--- config.mk ---
export PLATFORM = sky130hd
export DESIGN_NAME = skip_ctrl
export DESIGN_NICKNAME = d
export VERILOG_FILES = /design/src/rtl/skipctl_pkg.sv /design/src/rtl/skip_maskgen.sv /design/src/rtl/skip_ctrl.sv
export SDC_FILE = /design/constraint.sdc
export NUM_CORES = 1
export LEC_CHECK = 0
export ABC_AREA = 1
export BUFFER_PORTS_ARGS = -buffer_cell sky130_fd_sc_hd__buf_2
export CORE_MARGIN = 8
export CORE_UTILIZATION = 43
export CTS_CLUSTER_SIZE = 40
export DETAILED_ROUTE_END_ITERATION = 12
export SYNTH_ARGS = -nofsm -noshare
export SYNTH_HDL_FRONTEND = slang
export SYNTH_HIERARCHICAL = 1
export SYNTH_SLANG_ARGS = --single-unit
--- constraint.sdc ---
create_clock -name iCLK -period 2.7 [get_ports iCLK]
set_clock_uncertainty 0.1 [all_clocks]
set_input_delay 0.27 -clock iCLK [delete_from_list [all_inputs] [get_ports iCLK]]
set_output_delay 0.27 -clock iCLK [all_outputs]
set_load 0.05 [all_outputs]
--- src/rtl/skipctl_pkg.sv ---
// Shared definitions for the clock-skip ring controller: default sizes,
// FSM state encoding and the skip-count clamp.
package skipctl_pkg;

  localparam int unsigned LEN_DEF = 16;
  localparam int unsigned SKW_DEF = 5;

  typedef enum logic [2:0] {
    StIdle,
    StArb,
    StBuild,
    StWaitb0,
    StLoad,
    StRun
  } state_e;

  // Never skip a whole revolution: at least one core pulse always passes.
  function automatic logic [31:0] clamp_skip(input logic [31:0] raw, input logic [31:0] len);
    return (raw >= len) ? (len - 32'd1) : raw;
  endfunction

endpackage

--- src/rtl/skip_maskgen.sv ---
// Serial Bresenham-style spreader: builds an evenly distributed LEN-bit skip
// mask with K ones, one bit per cycle, starting the cycle after start.
module skip_maskgen #(
  parameter int unsigned LEN = 16,
  parameter int unsigned SKW = 5
) (
  input  logic           clk,
  input  logic           rst,
  input  logic           start,
  input  logic [SKW-1:0] k,
  output logic [LEN-1:0] pend,
  output logic           done
);

  localparam int unsigned IW = (LEN > 1) ? $clog2(LEN) : 1;

  logic          active_q;
  logic [IW-1:0] idx_q;
  logic [SKW:0]  acc_q;
  logic [SKW:0]  sum;
  logic          hit;

  // Accumulator step and last-bit detect for the current position.
  always_comb begin
    sum  = acc_q + {1'b0, k};
    hit  = (sum >= (SKW+1)'(LEN));
    done = active_q && (idx_q == IW'(LEN - 1));
  end

  // Walk LEN positions after start, emitting one mask bit per cycle.
  always_ff @(posedge clk or posedge rst) begin
    if (rst) begin
      active_q <= 1'b0;
      idx_q    <= '0;
      acc_q    <= '0;
      pend     <= '0;
    end else if (start) begin
      active_q <= 1'b1;
      idx_q    <= '0;
      acc_q    <= '0;
      pend     <= '0;
    end else if (active_q) begin
      pend[idx_q] <= hit;
      acc_q       <= hit ? (sum - (SKW+1)'(LEN)) : sum;
      idx_q       <= idx_q + 1'b1;
      if (done) begin
        active_q <= 1'b0;
      end
    end
  end

endmodule

--- src/rtl/skip_ctrl.sv ---
// Round-robin arbiter and loader for the clock-skipping ring. Builds a skip
// mask for the granted requester and swaps it into the ring only at a
// revolution boundary (B0) so the gated clock never sees a partial pattern.
// Optional SKIPCTL_CNT_EN adds a saturating skipped-pulse counter (SKIPCNT)
// with a synchronous clear (CNTCLR).
module skip_ctrl
  import skipctl_pkg::*;
#(
  parameter int unsigned LEN  = LEN_DEF,
  parameter int unsigned NREQ = 3,
  parameter int unsigned SKW  = SKW_DEF,
  parameter int unsigned WDOG = 32
) (
  input  logic              iCLK,
  input  logic              RST,
  input  logic [NREQ-1:0]   REQ,
  input  logic [NREQ*SKW-1:0] REQSKIP,
  output logic [NREQ-1:0]   GNT,
  input  logic              B0,
  output logic              ringRST,
  output logic              ringE,
  output logic [LEN-1:0]    ringSEL,
  output logic [LEN-1:0]    ringMASK,
  output logic              BUSY,
  output logic [SKW-1:0]    CURSKIP
`ifdef SKIPCTL_CNT_EN
  ,
  input  logic              CNTCLR,
  output logic [15:0]       SKIPCNT
`endif
);

  localparam int unsigned PW = (NREQ > 1) ? $clog2(NREQ) : 1;
  localparam int unsigned WW = (WDOG > 1) ? $clog2(WDOG) : 1;

  state_e          state_q, state_d;
  logic [PW-1:0]   ptr_q, ptr_d;
  logic [PW-1:0]   g_q, g_d;
  logic [NREQ-1:0] gnt_q, gnt_d;
  logic [SKW-1:0]  k_q, k_d;
  logic [SKW-1:0]  kraw_q, kraw_d;
  logic            rel_q, rel_d;
  logic [WW-1:0]   wd_q, wd_d;
  logic [LEN-1:0]  mask_q;
  logic [SKW-1:0]  cur_q;
  logic            ringrst_q;

  logic            start;
  logic [LEN-1:0]  pend;
  logic            done;
  logic            win_found;
  logic [PW-1:0]   win_idx;
  logic [SKW-1:0]  win_skip;
  logic            req_g;
  logic [SKW-1:0]  skip_g;

  skip_maskgen #(
    .LEN (LEN),
    .SKW (SKW)
  ) u_maskgen (
    .clk   (iCLK),
    .rst   (RST),
    .start (start),
    .k     (k_q),
    .pend  (pend),
    .done  (done)
  );

  // First pending request at or after the pointer, wrapping; plus granted slice.
  always_comb begin
    win_found = 1'b0;
    win_idx   = '0;
    for (int i = 0; i < int'(NREQ); i++) begin
      int j;
      j = (int'(ptr_q) + i) % int'(NREQ);
      if (!win_found && REQ[j]) begin
        win_found = 1'b1;
        win_idx   = PW'(j);
      end
    end
    win_skip = REQSKIP[win_idx*SKW +: SKW];
    req_g    = REQ[g_q];
    skip_g   = REQSKIP[g_q*SKW +: SKW];
  end

  // Next-state and datapath updates for the controller FSM.
  always_comb begin
    state_d = state_q;
    ptr_d   = ptr_q;
    g_d     = g_q;
    gnt_d   = gnt_q;
    k_d     = k_q;
    kraw_d  = kraw_q;
    rel_d   = rel_q;
    wd_d    = wd_q;
    start   = 1'b0;
    unique case (state_q)
      StIdle: begin
        if (|REQ) state_d = StArb;
      end
      StArb: begin
        if (win_found) begin
          gnt_d   = NREQ'(1) << win_idx;
          g_d     = win_idx;
          kraw_d  = win_skip;
          k_d     = SKW'(clamp_skip(32'(win_skip), 32'(LEN)));
          ptr_d   = (win_idx == PW'(NREQ - 1)) ? '0 : win_idx + 1'b1;
          rel_d   = 1'b0;
          start   = 1'b1;
          state_d = StBuild;
        end else begin
          // Request vanished before arbitration; nothing to grant.
          state_d = StIdle;
        end
      end
      StBuild: begin
        if (done) begin
          wd_d    = '0;
          state_d = StWaitb0;
        end
      end
      StWaitb0: begin
        if (B0 || (wd_q == WW'(WDOG - 1))) begin
          state_d = StLoad;
        end else begin
          wd_d = wd_q + 1'b1;
        end
      end
      StLoad: begin
        if (rel_q) begin
          gnt_d   = '0;
          state_d = StIdle;
        end else begin
          state_d = StRun;
        end
      end
      StRun: begin
        if (!req_g) begin
          // Release: load an all-pass mask at the next boundary, then idle.
          rel_d   = 1'b1;
          k_d     = '0;
          wd_d    = '0;
          state_d = StWaitb0;
        end else if (skip_g != kraw_q) begin
          kraw_d  = skip_g;
          k_d     = SKW'(clamp_skip(32'(skip_g), 32'(LEN)));
          start   = 1'b1;
          state_d = StBuild;
        end
      end
      default: state_d = StIdle;
    endcase
  end

  // Controller state registers.
  always_ff @(posedge iCLK or posedge RST) begin
    if (RST) begin
      state_q <= StIdle;
      ptr_q   <= '0;
      g_q     <= '0;
      gnt_q   <= '0;
      k_q     <= '0;
      kraw_q  <= '0;
      rel_q   <= 1'b0;
      wd_q    <= '0;
    end else begin
      state_q <= state_d;
      ptr_q   <= ptr_d;
      g_q     <= g_d;
      gnt_q   <= gnt_d;
      k_q     <= k_d;
      kraw_q  <= kraw_d;
      rel_q   <= rel_d;
      wd_q    <= wd_d;
    end
  end

  // Ring-facing registers: mask and applied K change only when leaving LOAD.
  always_ff @(posedge iCLK or posedge RST) begin
    if (RST) begin
      mask_q    <= '0;
      cur_q     <= '0;
      ringrst_q <= 1'b0;
    end else begin
      ringrst_q <= (state_d == StLoad);
      if (state_q == StLoad) begin
        mask_q <= rel_q ? '0 : pend;
        cur_q  <= k_q;
      end
    end
  end

  assign GNT      = gnt_q;
  assign ringRST  = ringrst_q;
  assign ringE    = 1'b1;
  assign ringSEL  = LEN'(1);
  assign ringMASK = mask_q;
  assign BUSY     = (state_q != StIdle);
  assign CURSKIP  = cur_q;

`ifdef SKIPCTL_CNT_EN
  logic [15:0] cnt_q;
  logic [16:0] cnt_sum;

  assign cnt_sum = {1'b0, cnt_q} + 17'(cur_q);

  // Accumulate skipped pulses once per revolution while running; clear wins.
  always_ff @(posedge iCLK or posedge RST) begin
    if (RST) begin
      cnt_q <= '0;
    end else if (CNTCLR) begin
      cnt_q <= '0;
    end else if ((state_q == StRun) && B0) begin
      cnt_q <= cnt_sum[16] ? 16'hFFFF : cnt_sum[15:0];
    end
  end

  assign SKIPCNT = cnt_q;
`endif

endmodule
Word level (Yosys, flattened, before mapping)
Cells that the tools add are included.
W data, S select, Z words.
- register bits: 75
- bits of input ports: 21
- logic and storage cells: 141
- add/sub/neg operators: 7
- multipliers: 2
- divide/modulo/power cells: 3
- $lt $le $gt $ge: 9
- equality and inequality tests: 18
- shifts and indexed selects: 3
- multiplexer cells: 64
- reductions and logical operators: 20
- operators by type and width (kind ; count):
    $lt A32 B4 Y1 const B ; 3
    $mod A32 B3 Y32 const B ; 2
    $mux W5 ; 11
    $mux W16 ; 3
    $mod A3 B3 Y32 const B ; 1
    $shiftx A15 B6 Y5 ; 2
    $mux W3 ; 8
    $pmux W5 S2 ; 2
    $mux W1 ; 19
    $mux W6 ; 3
    $pmux W3 S6 ; 1
    $bwmux W16 ; 1
    $pmux W5 S3 ; 1
    $ne A2 B2 Y1 const B ; 7
    $ge A5 B5 Y1 const B ; 2
    $mul A2 B3 Y5 const B ; 2
    $mux W2 ; 5
    $eq A3 B3 Y1 const B ; 3
    $reduce_and A3 Y1 ; 3
    $bmux W1 S2 ; 4
    $mux W4 ; 2
    $reduce_and A4 Y1 ; 2
    $add A6 B5 Y6 ; 1
    $eq A3 B2 Y1 const B ; 2
    28 further kinds ; 36

Depth between registers and ports, before layout
- depth in word-level cells: 17
- mapped depth: 21
- depth with buffers taken out: 18

Modules after synthesis
Netlist, hierarchy kept.
- modules (own cells, without submodules) (module ; instances ; cells each ; area each (µm²)):
    skip_ctrl ; 1 ; 360 ; 2755.1
    skip_maskgen ; 1 ; 216 ; 1667.8

Least setup slack after synthesis
Ideal clock, no wire load.
- kind: register to register
- from: register ptr_q[0]
- to: register u_maskgen.pend[0]
- setup time: 0.113 ns
- arrival time: 2.238 ns
- setup slack: 0.249 ns
- cell stages (with the launch flop): 21
- period minus slack after synthesis: 2.451 ns
- cells stage by stage: dfrtp_1 > inv_1 > ha_1 > buf_2 > inv_2 > nand2_1 > nand3_1 > nand2_1 > nand2_1 > inv_2 > nand3_1 > nand2_1 > nand2_2 > buf_6 > clkbuf_2 > nor2_4 > buf_6 > nor2_1 > o21a_1 > nand2_1 > inv_1
- cells in the longest elaborated chain, start to end: 14
- elaborated cells between the ends (all ways): 25
- classes of those cells: 2 x add/sub; 3 x div; 15 x mux; 5 x reduce/logical
- RTL lines (what ; RTL line ; text):
    start, declared ; skip_ctrl.sv:37 ; logic [PW-1:0] ptr_q, ptr_d;
    start signal, assigned ; skip_ctrl.sv:168 ; ptr_q <= ptr_d;
    branches (longest 10 deep; another with $mod A32 B3 Y32) ; -- ;
    $mux W1 (*) ; skip_ctrl.sv:76 ; if (!win_found && REQ[j]) begin
    $mux W1 (*) ; skip_ctrl.sv:102 ; if (win_found) begin
    $pmux W1 S2 (*) ; skip_ctrl.sv:97 ; unique case (state_q)
    named net start ; skip_ctrl.sv:48 ; logic start;
    $mux W16 or $reduce_bool A2 Y1 (tied branches) ; -- ;
    end signal, assigned by index ; skip_maskgen.sv:43 ; pend[idx_q] <= hit;
    end, declared ; skip_maskgen.sv:11 ; output logic [LEN-1:0] pend,
Mark *: on every way through the listed nets, which the timed path passes. The select of a mux whose other input is x is not followed.
A chain may end at the register's enable or synchronous reset.

Worst setup path after layout
- from: register ptr_q[1]
- to: register u_maskgen.pend[3]
- cells in the longest elaborated chain, start to end: 14
- elaborated cells between the ends (all ways): 25
- classes of those cells: 2 x add/sub; 3 x div; 15 x mux; 5 x reduce/logical
- RTL lines (what ; RTL line):
    branches (longest 10 deep; another with $mod A32 B3 Y32) ; --
    $mux W1 (*) ; skip_ctrl.sv:76
    $mux W1 (*) ; skip_ctrl.sv:102
    $pmux W1 S2 (*) ; skip_ctrl.sv:97
    $mux W16 or $reduce_bool A2 Y1 (tied branches) ; --
Mark *: on every way between the ends. The select of a mux whose other input is x is not followed.

==> metrics.md <==
| Metric | Value |
|---|---|
| Synth top area share | 42.4% |
| GRT Total Usage | 15.2% |
| Initial antenna violation count | 0 |
| Status | finished, final reports clean |
| GP Congestion | 0.869 |
| Worst-margin pin slew | 0.775 ns |
| Total negative slack | 0 ns |
| Hold Slack | 0.230 ns |
| Sequential power share | 29.4% |
| Worst r2r src | ptr_q[1]$_DFFE_PP0P_ |
| Critical path buffer and inverter count | 5 |
| Switch Pwr | 3.23 mW |
| Clock share of power | 12.9% |
| Initial Utilization | 43.6% |
| R2R setup slack | 0.25 ns |
| Relative slew slack | 48.2% |
| Longest Clk Path Bufs | 2 |
| Synth warn | 6 |
| Final setup vio count | 0 |
| Worst EP required | 2.84 ns |
| Most frequent cells in the layout | nand2_1, nor2_1, dfrtp_1 |
| CP dominant cell by count | nand2_1 |
| Tot Pwr | 6.37 mW |
| Flops & latches, synth | 75 |
| Pwr dens | 1290 nW/um2 |
| Largest net degree at the start of global routing | 37 |
| Crit path capture type | register |
| Full die area | 13800 um2 |
| Vias/cell | 4.98 |
| Tcrit/Tclk final | 90.9% |
| Reg2reg path depth | 17 |
| CTS root buf | clkbuf_8 |
| CTS tree | yes |
| CP max stage delay | 0.40 ns |
| Clock Latency Late Sink | 0.34 ns |
| Pre-antenna DRT Iters | 6 |
| Commonest non-fill, non-tap cell in the layout | nand2_1 |
| Post-synthesis sequential area ratio | 42.4% |
| # port buffers | 46 |
| Terminus of the critical flop-to-flop path | u_maskgen/pend[3]$_DFFE_PP0P_ |
| Min-delay src | B0 |
| Starting DRT DRC Count | 259 |
| Via count | 3822 |
| Layout cells sized above 1 | 16.5% |
| WP data arrival | 2.59 ns |
| Mapped Cells | 576 |
| Final hold violation count | 0 |
| Total core area | 10100 um2 |
| Synth area leaders | dfrtp_1, nand2_1, nor2_1 |
| Sw frac | 50.7% |
| Std-Cell Rows | 37 |
| Vias in the first global route | 3842 |
| Post-Layout Cell Count | 768 |
| # clock sinks | 75 |
| Yosys top cell by area | dfrtp_1 |
| Max-slew violation count | 0 |
| Worst ir drop on vdd | 0.000393 V |
| Worst-path fanout max | 13 |
| Leakage power | 2.67 nW |
| First-pass GRT wire length | 17700 um |
| Total grt overflow | 0 |
| Crit path time final | 2.45 ns |
| Logic pwr share | 57.7% |
| Total wire length | 10400 um |
| Final ANT Viol Nets | 0 |
| Final Net Count | 664 |
| Crit-path slowest cell | dfrtp_1 |
| Top delay family on crit path | simple AND/OR/NAND/NOR gates |
| H-tree depth | 3 |
| DRC Markers | 0 |
| # diodes | 0 |
| CP cell instances | inv_1, ha_2, inv_2, nand2_1, nand3_1, nand2_1, nand2_1, inv_2, nand3_1, nand2_1, nand2_2, nor2_4, buf_12, nor2_1, o21a_1, nand2_1, inv_1 |
| Syn Area/Cell | 7.68 um2 |
| Synth cell types | 35 |
| Mapped cell area | 4420 um2 |
| Die W | 117 um |
| Area Growth Syn to Fin | 11.6% |
| Hold path endpoint | wd_q[4]$_DFFE_PP0P_ |
| Final Util | 48.7% |
| Num CTS Buffers | 9 |
| Hold Crit Class | input port to register |
| Max Clock Freq | 407 MHz |
| Hpwl dp | 7910 um |
| I/O Pins | 64 |
| RSZ-0062 raised after global routing | false |
| Die H | 117 um |
| Setup crit start kind | register |
| Power Internal | 3.14 mW |
| Worst Hold Depth | 5 |
| Crit Path Category | register to register |
| Placed Cells | 751 |
| Max Cap Violations | 0 |
| Wire per inst | 13.5 um |
| Clk slew on worst S/H paths | 0.08 ns |
## worst register-to-register path, cell delays in order, from the launching register on
cell	delay, ns
dfrtp_1	0.40
inv_1	0.08
ha_2	0.27
inv_2	0.08
nand2_1	0.06
nand3_1	0.06
nand2_1	0.18
nand2_1	0.10
inv_2	0.09
nand3_1	0.06
nand2_1	0.13
nand2_2	0.11
nor2_4	0.18
buf_12	0.15
nor2_1	0.06
o21a_1	0.16
nand2_1	0.06
inv_1	0.03
## final cells by class
type                            count  area (um2)
Timing Repair Buffer               59         347
Inverter                           69         259
Sequential cell                    75        1880
Clock inverter                      5        56.3
Fill cell                        1007        5200
Multi-Input combinational cell    415        2100
Clock buffer                        9         124
Tap cell                          136         170
## cell usage after synthesis (all sizes together)
master,n
nand2,149
nor2,87
dfrtp,75
inv,68
nand3,49
o21ai,28
buf,26
nand4,20
a22o,18
ha,13
a21oi,10
a31oi,6
clkbuf,6
o21a,5
nor3,4
conb,2
nand3b,2
xnor2,2
a31o,1
clkinv,1
fa,1
o211ai,1
o31ai,1
xor2,1
## registers in the layout, summed over array words and instances, names as in the netlist
register / cells
wd_q: 5
CURSKIP: 5
u_maskgen/acc_q: 6
rel_q: 1
ringRST: 1
g_q: 2
u_maskgen/idx_q: 4
ptr_q: 2
k_q: 5
state_q: 3
u_maskgen/pend: 16
u_maskgen/active_q: 1
kraw_q: 5
GNT: 3
ringMASK: 16
## per-stage QoR
stage                     cell area (um2)  setup slack [ns]
after global routing                 4940            0.0224
after floorplan                      4480             0.249
after CTS                            4900            0.0924
final                                4940             0.245
after detailed placement             4710             0.127
after global placement               4710             0.195
## how the worst max path moves through the flow
stage,start,endpoint,cells past startpoint
after global placement,ptr_q[1]$_DFFE_PP0P_,u_maskgen/idx_q[0]$_DFFE_PP0P_,15
after floorplan,ptr_q[0]$_DFFE_PP0P_,u_maskgen/pend[0]$_DFFE_PP0P_,20
after CTS,ptr_q[1]$_DFFE_PP0P_,u_maskgen/idx_q[1]$_DFFE_PP0P_,15
after detailed placement,ptr_q[1]$_DFFE_PP0P_,u_maskgen/idx_q[1]$_DFFE_PP0P_,15
after global routing,ptr_q[0]$_DFFE_PP0P_,u_maskgen/pend[1]$_DFFE_PP0P_,17
final,ptr_q[1]$_DFFE_PP0P_,u_maskgen/pend[3]$_DFFE_PP0P_,17
## cell families (layout without fill, tap and decap cells)
kind of cell,count (synthesis),after routing,synth area share (%)
flip-flops,75,75,42.4
AND/OR/NAND/NOR,311,311,31.2
adder cells (fa/ha/maj),14,14,4.13
buffers and inverters,101,142,11.3
AO/OA/AOI/OAI,70,70,10.1
other,2,17,0.170
XOR/XNOR,3,3,0.594
## power by group through the flow
stage	Combinational (mW)	Sequential, mW	Clock, mW
2_1_floorplan	2.50	2.27	0
3_3_place_gp	3.58	1.88	0
3_5_place_dp	3.64	1.89	0
4_1_cts	3.65	1.87	0.850
5_1_grt	4.12	1.92	0.887
6_report	3.67	1.87	0.822
## timing repair
item | 4_1_cts | 5_1_grt
resized for setup | 0 | 2
hold endpoints to repair | 30 | 0
hold buffers | 1 | 0
buffers inserted | 0 | 2
endpoints found under the setup margin | 0 | 26
## per-layer routing
metal	global-route usage [%]	wire length, um
met1	18.0	4760
met5	0	0
met3	2.93	334
met2	26.6	5110
met4	5.60	165
No activity file was read; power rests on OpenSTA's default activity.
